==> src/rtl/vga_pkg.sv <==
// Shared VGA timing defaults, pixel and FSM types for capture and timing generation.
package vga_pkg;

    localparam int H_ACTIVE_DEF = 640;
    localparam int H_FP_DEF     = 16;
    localparam int H_SYNC_DEF   = 96;
    localparam int H_BP_DEF     = 48;
    localparam int V_ACTIVE_DEF = 480;
    localparam int V_FP_DEF     = 10;
    localparam int V_SYNC_DEF   = 2;
    localparam int V_BP_DEF     = 33;
    localparam int SYNC_POL_DEF = 0;

    typedef struct packed {
        logic [4:0] r;
        logic [5:0] g;
        logic [4:0] b;
    } rgb565_t;

    typedef enum logic [1:0] {
        ST_SEARCH  = 2'd0,
        ST_MEASURE = 2'd1,
        ST_LOCKED  = 2'd2
    } cap_state_t;

    function automatic logic [10:0] sat_inc11(input logic [10:0] v);
        return (v == 11'h7FF) ? v : v + 11'd1;
    endfunction

    function automatic logic [9:0] sat_inc10(input logic [9:0] v);
        return (v == 10'h3FF) ? v : v + 10'd1;
    endfunction

endpackage

==> src/rtl/vga_capture_if.sv <==
// Video-in and captured-pixel bundle between a VGA source and the capture block.
interface vga_capture_if;
    import vga_pkg::*;

    logic       vga_in_hs;
    logic       vga_in_vs;
    logic [4:0] vga_in_r;
    logic [5:0] vga_in_g;
    logic [4:0] vga_in_b;

    logic       px_valid;
    logic [9:0] px_x;
    logic [9:0] px_y;
    rgb565_t    px_data;
    logic       px_sof;
    logic       px_eol;

    modport master (
        input  vga_in_hs, vga_in_vs, vga_in_r, vga_in_g, vga_in_b,
        output px_valid, px_x, px_y, px_data, px_sof, px_eol
    );

    modport slave (
        output vga_in_hs, vga_in_vs, vga_in_r, vga_in_g, vga_in_b,
        input  px_valid, px_x, px_y, px_data, px_sof, px_eol
    );
endinterface

==> src/rtl/vga_sync_counter.sv <==
// Sync edge detection plus line/frame position counters, advanced only on pix_en samples.
module vga_sync_counter
    import vga_pkg::*;
#(
    parameter int SYNC_POL = SYNC_POL_DEF
) (
    input  logic        clk,
    input  logic        rst,
    input  logic        pix_en,
    input  logic        hs,
    input  logic        vs,
    output logic        smp,
    output logic        hs_edge,
    output logic        vs_edge,
    output logic [10:0] hcnt,
    output logic [10:0] h_meas,
    output logic [9:0]  vcnt,
    output logic [9:0]  v_meas
);
    localparam logic ACT = (SYNC_POL != 0);

    // History holds the "was active" flag, so reset means "inactive".
    logic hs_prev, vs_prev;
    logic hs_e, vs_e;

    assign hs_e = (hs == ACT) && !hs_prev;
    assign vs_e = (vs == ACT) && !vs_prev;

    always_ff @(posedge clk or posedge rst) begin
        if (rst) begin
            smp     <= 1'b0;
            hs_prev <= 1'b0;
            vs_prev <= 1'b0;
            hs_edge <= 1'b0;
            vs_edge <= 1'b0;
            hcnt    <= '0;
            vcnt    <= '0;
            h_meas  <= '0;
            v_meas  <= '0;
        end else begin
            smp <= pix_en;
            if (pix_en) begin
                hs_prev <= (hs == ACT);
                vs_prev <= (vs == ACT);
                hs_edge <= hs_e;
                vs_edge <= vs_e;
                hcnt    <= hs_e ? 11'd0 : sat_inc11(hcnt);
                if (vs_e)
                    vcnt <= '0;
                else if (hs_e)
                    vcnt <= sat_inc10(vcnt);
                if (hs_e) h_meas <= hcnt + 11'd1;
                if (vs_e) v_meas <= vcnt + 10'd1;
            end
        end
    end
endmodule

==> src/rtl/vga_capture.sv <==
// VGA capture: locks onto the configured timing and emits active-window pixels as RGB565.
module vga_capture
    import vga_pkg::*;
#(
    parameter int H_ACTIVE = H_ACTIVE_DEF,
    parameter int H_FP     = H_FP_DEF,
    parameter int H_SYNC   = H_SYNC_DEF,
    parameter int H_BP     = H_BP_DEF,
    parameter int V_ACTIVE = V_ACTIVE_DEF,
    parameter int V_FP     = V_FP_DEF,
    parameter int V_SYNC   = V_SYNC_DEF,
    parameter int V_BP     = V_BP_DEF,
    parameter int SYNC_POL = SYNC_POL_DEF
) (
    input  logic          clk,
    input  logic          rst,
    input  logic          pix_en,
    vga_capture_if.master vif,
    output logic          locked,
    output logic [10:0]   h_meas,
    output logic [9:0]    v_meas,
    output logic [7:0]    err_cnt
);
    localparam int          H_TOTAL = H_ACTIVE + H_FP + H_SYNC + H_BP;
    localparam int          V_TOTAL = V_ACTIVE + V_FP + V_SYNC + V_BP;
    localparam logic [10:0] H_TOT   = 11'(H_TOTAL);
    localparam logic [9:0]  V_TOT   = 10'(V_TOTAL);
    localparam logic [10:0] H_START = 11'(H_SYNC + H_BP);
    localparam logic [10:0] H_END   = 11'(H_SYNC + H_BP + H_ACTIVE - 1);
    localparam logic [9:0]  V_START = 10'(V_SYNC + V_BP);
    localparam logic [9:0]  V_END   = 10'(V_SYNC + V_BP + V_ACTIVE - 1);

    logic        smp, hs_edge, vs_edge;
    logic [10:0] hcnt;
    logic [9:0]  vcnt;

    vga_sync_counter #(.SYNC_POL(SYNC_POL)) u_sync (
        .clk    (clk),
        .rst    (rst),
        .pix_en (pix_en),
        .hs     (vif.vga_in_hs),
        .vs     (vif.vga_in_vs),
        .smp    (smp),
        .hs_edge(hs_edge),
        .vs_edge(vs_edge),
        .hcnt   (hcnt),
        .h_meas (h_meas),
        .vcnt   (vcnt),
        .v_meas (v_meas)
    );

    cap_state_t state_q, state_d;
    logic       frame_ok, lose, h_bad, v_bad, in_win;
    rgb565_t    rgb_q;

    // Everything downstream works on the sample registered one clk earlier.
    assign h_bad = hs_edge && (h_meas != H_TOT);
    assign v_bad = vs_edge && (v_meas != V_TOT);

    always_ff @(posedge clk or posedge rst) begin
        if (rst) state_q <= ST_SEARCH;
        else     state_q <= state_d;
    end

    always_comb begin
        state_d = state_q;
        case (state_q)
            ST_SEARCH:  if (smp && vs_edge) state_d = ST_MEASURE;
            ST_MEASURE: if (smp && vs_edge && frame_ok && !h_bad && !v_bad) state_d = ST_LOCKED;
            ST_LOCKED:  if (smp && (h_bad || v_bad || hcnt == 11'h7FF)) state_d = ST_SEARCH;
            default:    state_d = ST_SEARCH;
        endcase
    end

    always_comb begin
        locked = (state_q == ST_LOCKED);
        lose   = locked && (state_d == ST_SEARCH);
    end

    assign in_win = smp && locked &&
                    (hcnt >= H_START) && (hcnt <= H_END) &&
                    (vcnt >= V_START) && (vcnt <= V_END);

    // frame_ok covers every line closed since the last vsync edge, so it
    // rearms at vsync and the closing line is folded in via h_bad.
    always_ff @(posedge clk or posedge rst) begin
        if (rst) begin
            frame_ok     <= 1'b0;
            err_cnt      <= '0;
            rgb_q        <= '0;
            vif.px_valid <= 1'b0;
            vif.px_x     <= '0;
            vif.px_y     <= '0;
            vif.px_data  <= '0;
            vif.px_sof   <= 1'b0;
            vif.px_eol   <= 1'b0;
        end else begin
            if (smp) begin
                if (vs_edge)    frame_ok <= 1'b1;
                else if (h_bad) frame_ok <= 1'b0;
            end
            if (lose && err_cnt != 8'hFF) err_cnt <= err_cnt + 8'd1;
            if (pix_en) rgb_q <= {vif.vga_in_r, vif.vga_in_g, vif.vga_in_b};
            vif.px_valid <= in_win;
            vif.px_sof   <= in_win && (hcnt == H_START) && (vcnt == V_START);
            vif.px_eol   <= in_win && (hcnt == H_END);
            if (in_win) begin
                vif.px_x    <= 10'(hcnt - H_START);
                vif.px_y    <= vcnt - V_START;
                vif.px_data <= rgb_q;
            end
        end
    end
endmodule
==> src/flat_wrapper.sv <==
// flat-port wrapper written by rule: the top's interface ports become plain ports
module vga_capture_flat import vga_pkg::*;
#(
    parameter int H_ACTIVE = H_ACTIVE_DEF,
    parameter int H_FP     = H_FP_DEF,
    parameter int H_SYNC   = H_SYNC_DEF,
    parameter int H_BP     = H_BP_DEF,
    parameter int V_ACTIVE = V_ACTIVE_DEF,
    parameter int V_FP     = V_FP_DEF,
    parameter int V_SYNC   = V_SYNC_DEF,
    parameter int V_BP     = V_BP_DEF,
    parameter int SYNC_POL = SYNC_POL_DEF
)
  (clk, rst, pix_en, locked, h_meas, v_meas, err_cnt, vif_vga_in_hs, vif_vga_in_vs, vif_vga_in_r, vif_vga_in_g, vif_vga_in_b, vif_px_valid, vif_px_x, vif_px_y, vif_px_data, vif_px_sof, vif_px_eol);
  vga_capture_if vif_i ();
  input  logic clk;
  input  logic rst;
  input  logic pix_en;
  output logic locked;
  output logic [10:0] h_meas;
  output logic [9:0] v_meas;
  output logic [7:0] err_cnt;
  input wire logic [$bits(vif_i.vga_in_hs)-1:0] vif_vga_in_hs;
  input wire logic [$bits(vif_i.vga_in_vs)-1:0] vif_vga_in_vs;
  input wire logic [$bits(vif_i.vga_in_r)-1:0] vif_vga_in_r;
  input wire logic [$bits(vif_i.vga_in_g)-1:0] vif_vga_in_g;
  input wire logic [$bits(vif_i.vga_in_b)-1:0] vif_vga_in_b;
  output wire logic [$bits(vif_i.px_valid)-1:0] vif_px_valid;
  output wire logic [$bits(vif_i.px_x)-1:0] vif_px_x;
  output wire logic [$bits(vif_i.px_y)-1:0] vif_px_y;
  output wire logic [$bits(vif_i.px_data)-1:0] vif_px_data;
  output wire logic [$bits(vif_i.px_sof)-1:0] vif_px_sof;
  output wire logic [$bits(vif_i.px_eol)-1:0] vif_px_eol;
  assign vif_i.vga_in_hs = vif_vga_in_hs;
  assign vif_i.vga_in_vs = vif_vga_in_vs;
  assign vif_i.vga_in_r = vif_vga_in_r;
  assign vif_i.vga_in_g = vif_vga_in_g;
  assign vif_i.vga_in_b = vif_vga_in_b;
  assign vif_px_valid = vif_i.px_valid;
  assign vif_px_x = vif_i.px_x;
  assign vif_px_y = vif_i.px_y;
  assign vif_px_data = vif_i.px_data;
  assign vif_px_sof = vif_i.px_sof;
  assign vif_px_eol = vif_i.px_eol;
  vga_capture #(.H_ACTIVE(H_ACTIVE), .H_FP(H_FP), .H_SYNC(H_SYNC), .H_BP(H_BP), .V_ACTIVE(V_ACTIVE), .V_FP(V_FP), .V_SYNC(V_SYNC), .V_BP(V_BP), .SYNC_POL(SYNC_POL)) u_core (.clk(clk), .rst(rst), .pix_en(pix_en), .vif(vif_i), .locked(locked), .h_meas(h_meas), .v_meas(v_meas), .err_cnt(err_cnt));
endmodule
==> config.mk <==
export PLATFORM = sky130hd
export DESIGN_NAME = vga_capture_flat
export DESIGN_NICKNAME = d
export VERILOG_FILES = /design/src/rtl/vga_pkg.sv /design/src/rtl/vga_capture_if.sv /design/src/rtl/vga_sync_counter.sv /design/src/rtl/vga_capture.sv /design/src/flat_wrapper.sv
export SDC_FILE = /design/constraint.sdc
export NUM_CORES = 1
export LEC_CHECK = 0
export ABC_AREA = 0
export CAP_MARGIN = 0
export CORE_MARGIN = 2
export CORE_UTILIZATION = 55
export CTS_CLUSTER_SIZE = 16
export DETAILED_ROUTE_END_ITERATION = 7
export PLACE_DENSITY = 0.8
export SYNTH_ARGS = -nofsm -noshare
export SYNTH_HDL_FRONTEND = slang
export SYNTH_SLANG_ARGS = --single-unit
==> constraint.sdc <==
create_clock -name clk -period 10.9 [get_ports clk]
set_input_delay 2.18 -clock clk [delete_from_list [all_inputs] [get_ports clk]]
set_output_delay 2.18 -clock clk [all_outputs]
set_load 0.02 [all_outputs]
==> impl_metrics.ini <==
[timing]
relSlewSlack = 0.282
fin_skew_ns = 0.00760
min_period_ns = 3.86
worstMarginPinSlew_ns = 1.08
finalSetupViolCount = 0
whs_ns = 0.481
hold_viol_final = 0
rsz0062_at_grt = false
fmax_ghz = 0.259
finalCritPeriodShare = 0.354
report.final.slew_viol_count = 0
final.setup.tns_ns = 0

[yosys]
synth_top_area_cell = dfrtp_1
yosysUniqueCellTypes = 44
avgSynthCellArea_um2 = 11.4
ys.flop_type = dfrtp_1
ys_ff_latch = 113
yosysSeqAreaShare = 0.541
synth-warning-count = 0
synth_area_leaders = dfrtp_1 54%, mux2_2 9.0%, o21ai_0 3.6%
yosys-top-cells-count = 113 x dfrtp_1, 42 x mux2_2, 38 x o21ai_0
synthCells = 458
synth_edf_count = 0
synth_nets = 488
synth_top_area_share = 0.541
yosysMostFrequentCell = dfrtp_1
synth.cell_area_um2 = 5230
synthArstFlopShare = 1.00

[floorplanning]
start_util = 0.566
die_x_um = 102
coreArea_um2 = 9240
die-area_um2 = 10300
ios = 90
dieHeight_um = 102
rows = 35

[clock_network]
ctsHoldBuffers = 0
cts_setup_buffers = 0
insertion_delay_ns = 0.51
clockBufferDepth = 2
cts_max_level = 4
post_cts_resized = 0
clkTransAtPathRegs_ns = 0.06
cts_tree = done
cts_buffers = 17
clock-sinks = 113
ctsRootBufferMaster = clkbuf_8

[critical_path]
reg2reg_depth = 6
crit_path_end = locked
worstReg2RegEnd = u_core.vif.px_data[1]
crit_path_max_fanout = 3
cp_data_arrival_time_ns = 1.68
timing.critical_path.from = u_core.state_q[1]
path_class = reg2out
end_kind = output pin
crit-reg2reg-launch = u_core.u_sync.vcnt[0]
r2r_slack_ns = 7.93
cp.required_ns = 8.72
worstSetupStartpointType = flop

[outcome]
outcome = complete, no violations

[global_route]
grt_max_degree = 74
overflow = 0
grt_usage = 0.234
antenna_found_initial = 0
grt_pass1_wl_um = 18600
grt_pass1_vias = 3746

[pwr]
peakVddDrop_v = 0.0000878
powerDensity_nw_per_um2 = 170
fin_total_pwr_w = 0.00115
power_leakage_nw = 3.05

[drt]
dr.pass1.iters = 5
viasPerCell = 5.63
wl_per_cell_um = 16.9
drc_errors = 0
route.vias.total = 3851
wl_um = 11500
ant_nets = 0
drtIter0Drc = 360

[finish]
area_growth_pct = 29.7
fin_nets = 572
diodes = 0
drive_gt1_frac = 0.177
nFillCells = 617

[place]
place_congestion = 0.806
hpwl_um = 7510
io_buffer_count = 89

[min_path]
hold_class = reg2reg

[flow_run]
maxCapViolations = 0
[sequential cells by signal, summed over array words and instances (netlist names)]
name,count
u_core.rgb_q,16
u_core.u_sync.vs_edge,1
u_core.vif.px_y,10
u_core.vif.px_data,16
u_core.frame_ok,1
u_core.u_sync.vs_prev,1
u_core.u_sync.v_meas,10
u_core.u_sync.smp,1
u_core.err_cnt,8
u_core.u_sync.hcnt,11
u_core.vif.px_eol,1
u_core.u_sync.h_meas,11
u_core.vif.px_x,10
u_core.u_sync.vcnt,10
u_core.u_sync.hs_edge,1
u_core.state_q,2
u_core.vif.px_valid,1
u_core.u_sync.hs_prev,1
u_core.vif.px_sof,1
[layout by cell type, fill, tap and decap left out, types with 4 or more instances in the layout]
master           synthesis  layout
clkbuf_16                0      16
nand2b_1                 6       6
o31ai_1                  8       8
nor3_1                   7       7
mux2_2                  42      42
xor2_1                  19      19
nand2_1                 30      30
and3_1                   7       7
ha_1                     9       9
nand3_1                 12      12
inv_1                   15      14
mux2_4                  10      10
o21ai_0                 38      38
xnor2_1                 14      14
nand4_1                  7       7
a31oi_1                  6       6
nor2_1                  30      30
a21oi_1                 18      18
buf_4                    1       4
dfrtp_1                113     113
nor4_1                   4       4
clkdlybuf4s50_1          0      89
[final cells by class]
cell class	instances	area, um2	area share
Inverter	15	58.8	0.00867
Tap cell	129	161	0.0238
Timing Repair Buffer	93	921	0.136
Clock buffer	20	445	0.0657
Clock inverter	12	158	0.0232
Multi-Input combinational cell	302	2210	0.326
Sequential cell	113	2830	0.417
[where the power goes]
| group | total [W] | switching (W) | internal (W) | leakage (nW) |
|---|---|---|---|---|
| sequential | 0.000477 | 0.0000293 | 0.000448 | 1.49 |
| combinational | 0.000121 | 0.0000642 | 0.0000571 | 1.27 |
| clock | 0.000554 | 0.000193 | 0.000361 | 0.287 |
[metrics by stage]
step / util / std cells / instance area (um2) / setup slack [ns]
after CTS: 0.734 / 684 / 6780 / 7.02
after global routing: 0.734 / 684 / 6780 / 6.86
after floorplan: - / 458 / 5230 / 5.73
after detailed placement: 0.669 / 652 / 6180 / 6.58
after global placement: 0.669 / 652 / 6180 / 6.64
final: 0.734 / 684 / 6780 / 7.04
[worst min path at each step]
stage	from	to	slack, ns	cells after the start
after CTS	u_core.state_q[1]	u_core.state_q[0]	0.48	1
after detailed placement	u_core.state_q[1]	u_core.state_q[0]	0.45	1
after floorplan	u_core.state_q[1]	u_core.state_q[0]	0.43	1
after global placement	u_core.state_q[1]	u_core.state_q[0]	0.46	1
after global routing	u_core.state_q[1]	u_core.state_q[0]	0.50	1
final	u_core.state_q[1]	u_core.state_q[0]	0.48	1
[logic make-up (layout without fill, tap and decap cells)]
family	count (synthesis)	after routing	synth area share
buf+inv	43	140	0.0385
compound gates	86	86	0.104
fa+ha+maj	9	9	0.0215
flops	113	113	0.541
xor+xnor	33	33	0.0553
mux	54	54	0.123
simple gates	120	120	0.117
[critical path: stages (launching register included)]
cell and delay, ns:
dfrtp_1 0.37, inv_1 0.06, nor2_1 0.12, clkdlybuf4s50_1 0.62
[per-layer routing]
layer | global-route usage | share of wire | vias up
met5 | 0 | 0 | -
met2 | 0.361 | 0.46 | 142
met1 | 0.308 | 0.43 | 1906
met3 | 0.0842 | 0.090 | 19
met4 | 0.0790 | 0.014 | 0
li1 | - | - | 1784
No activity file was read; power rests on OpenSTA's default activity.
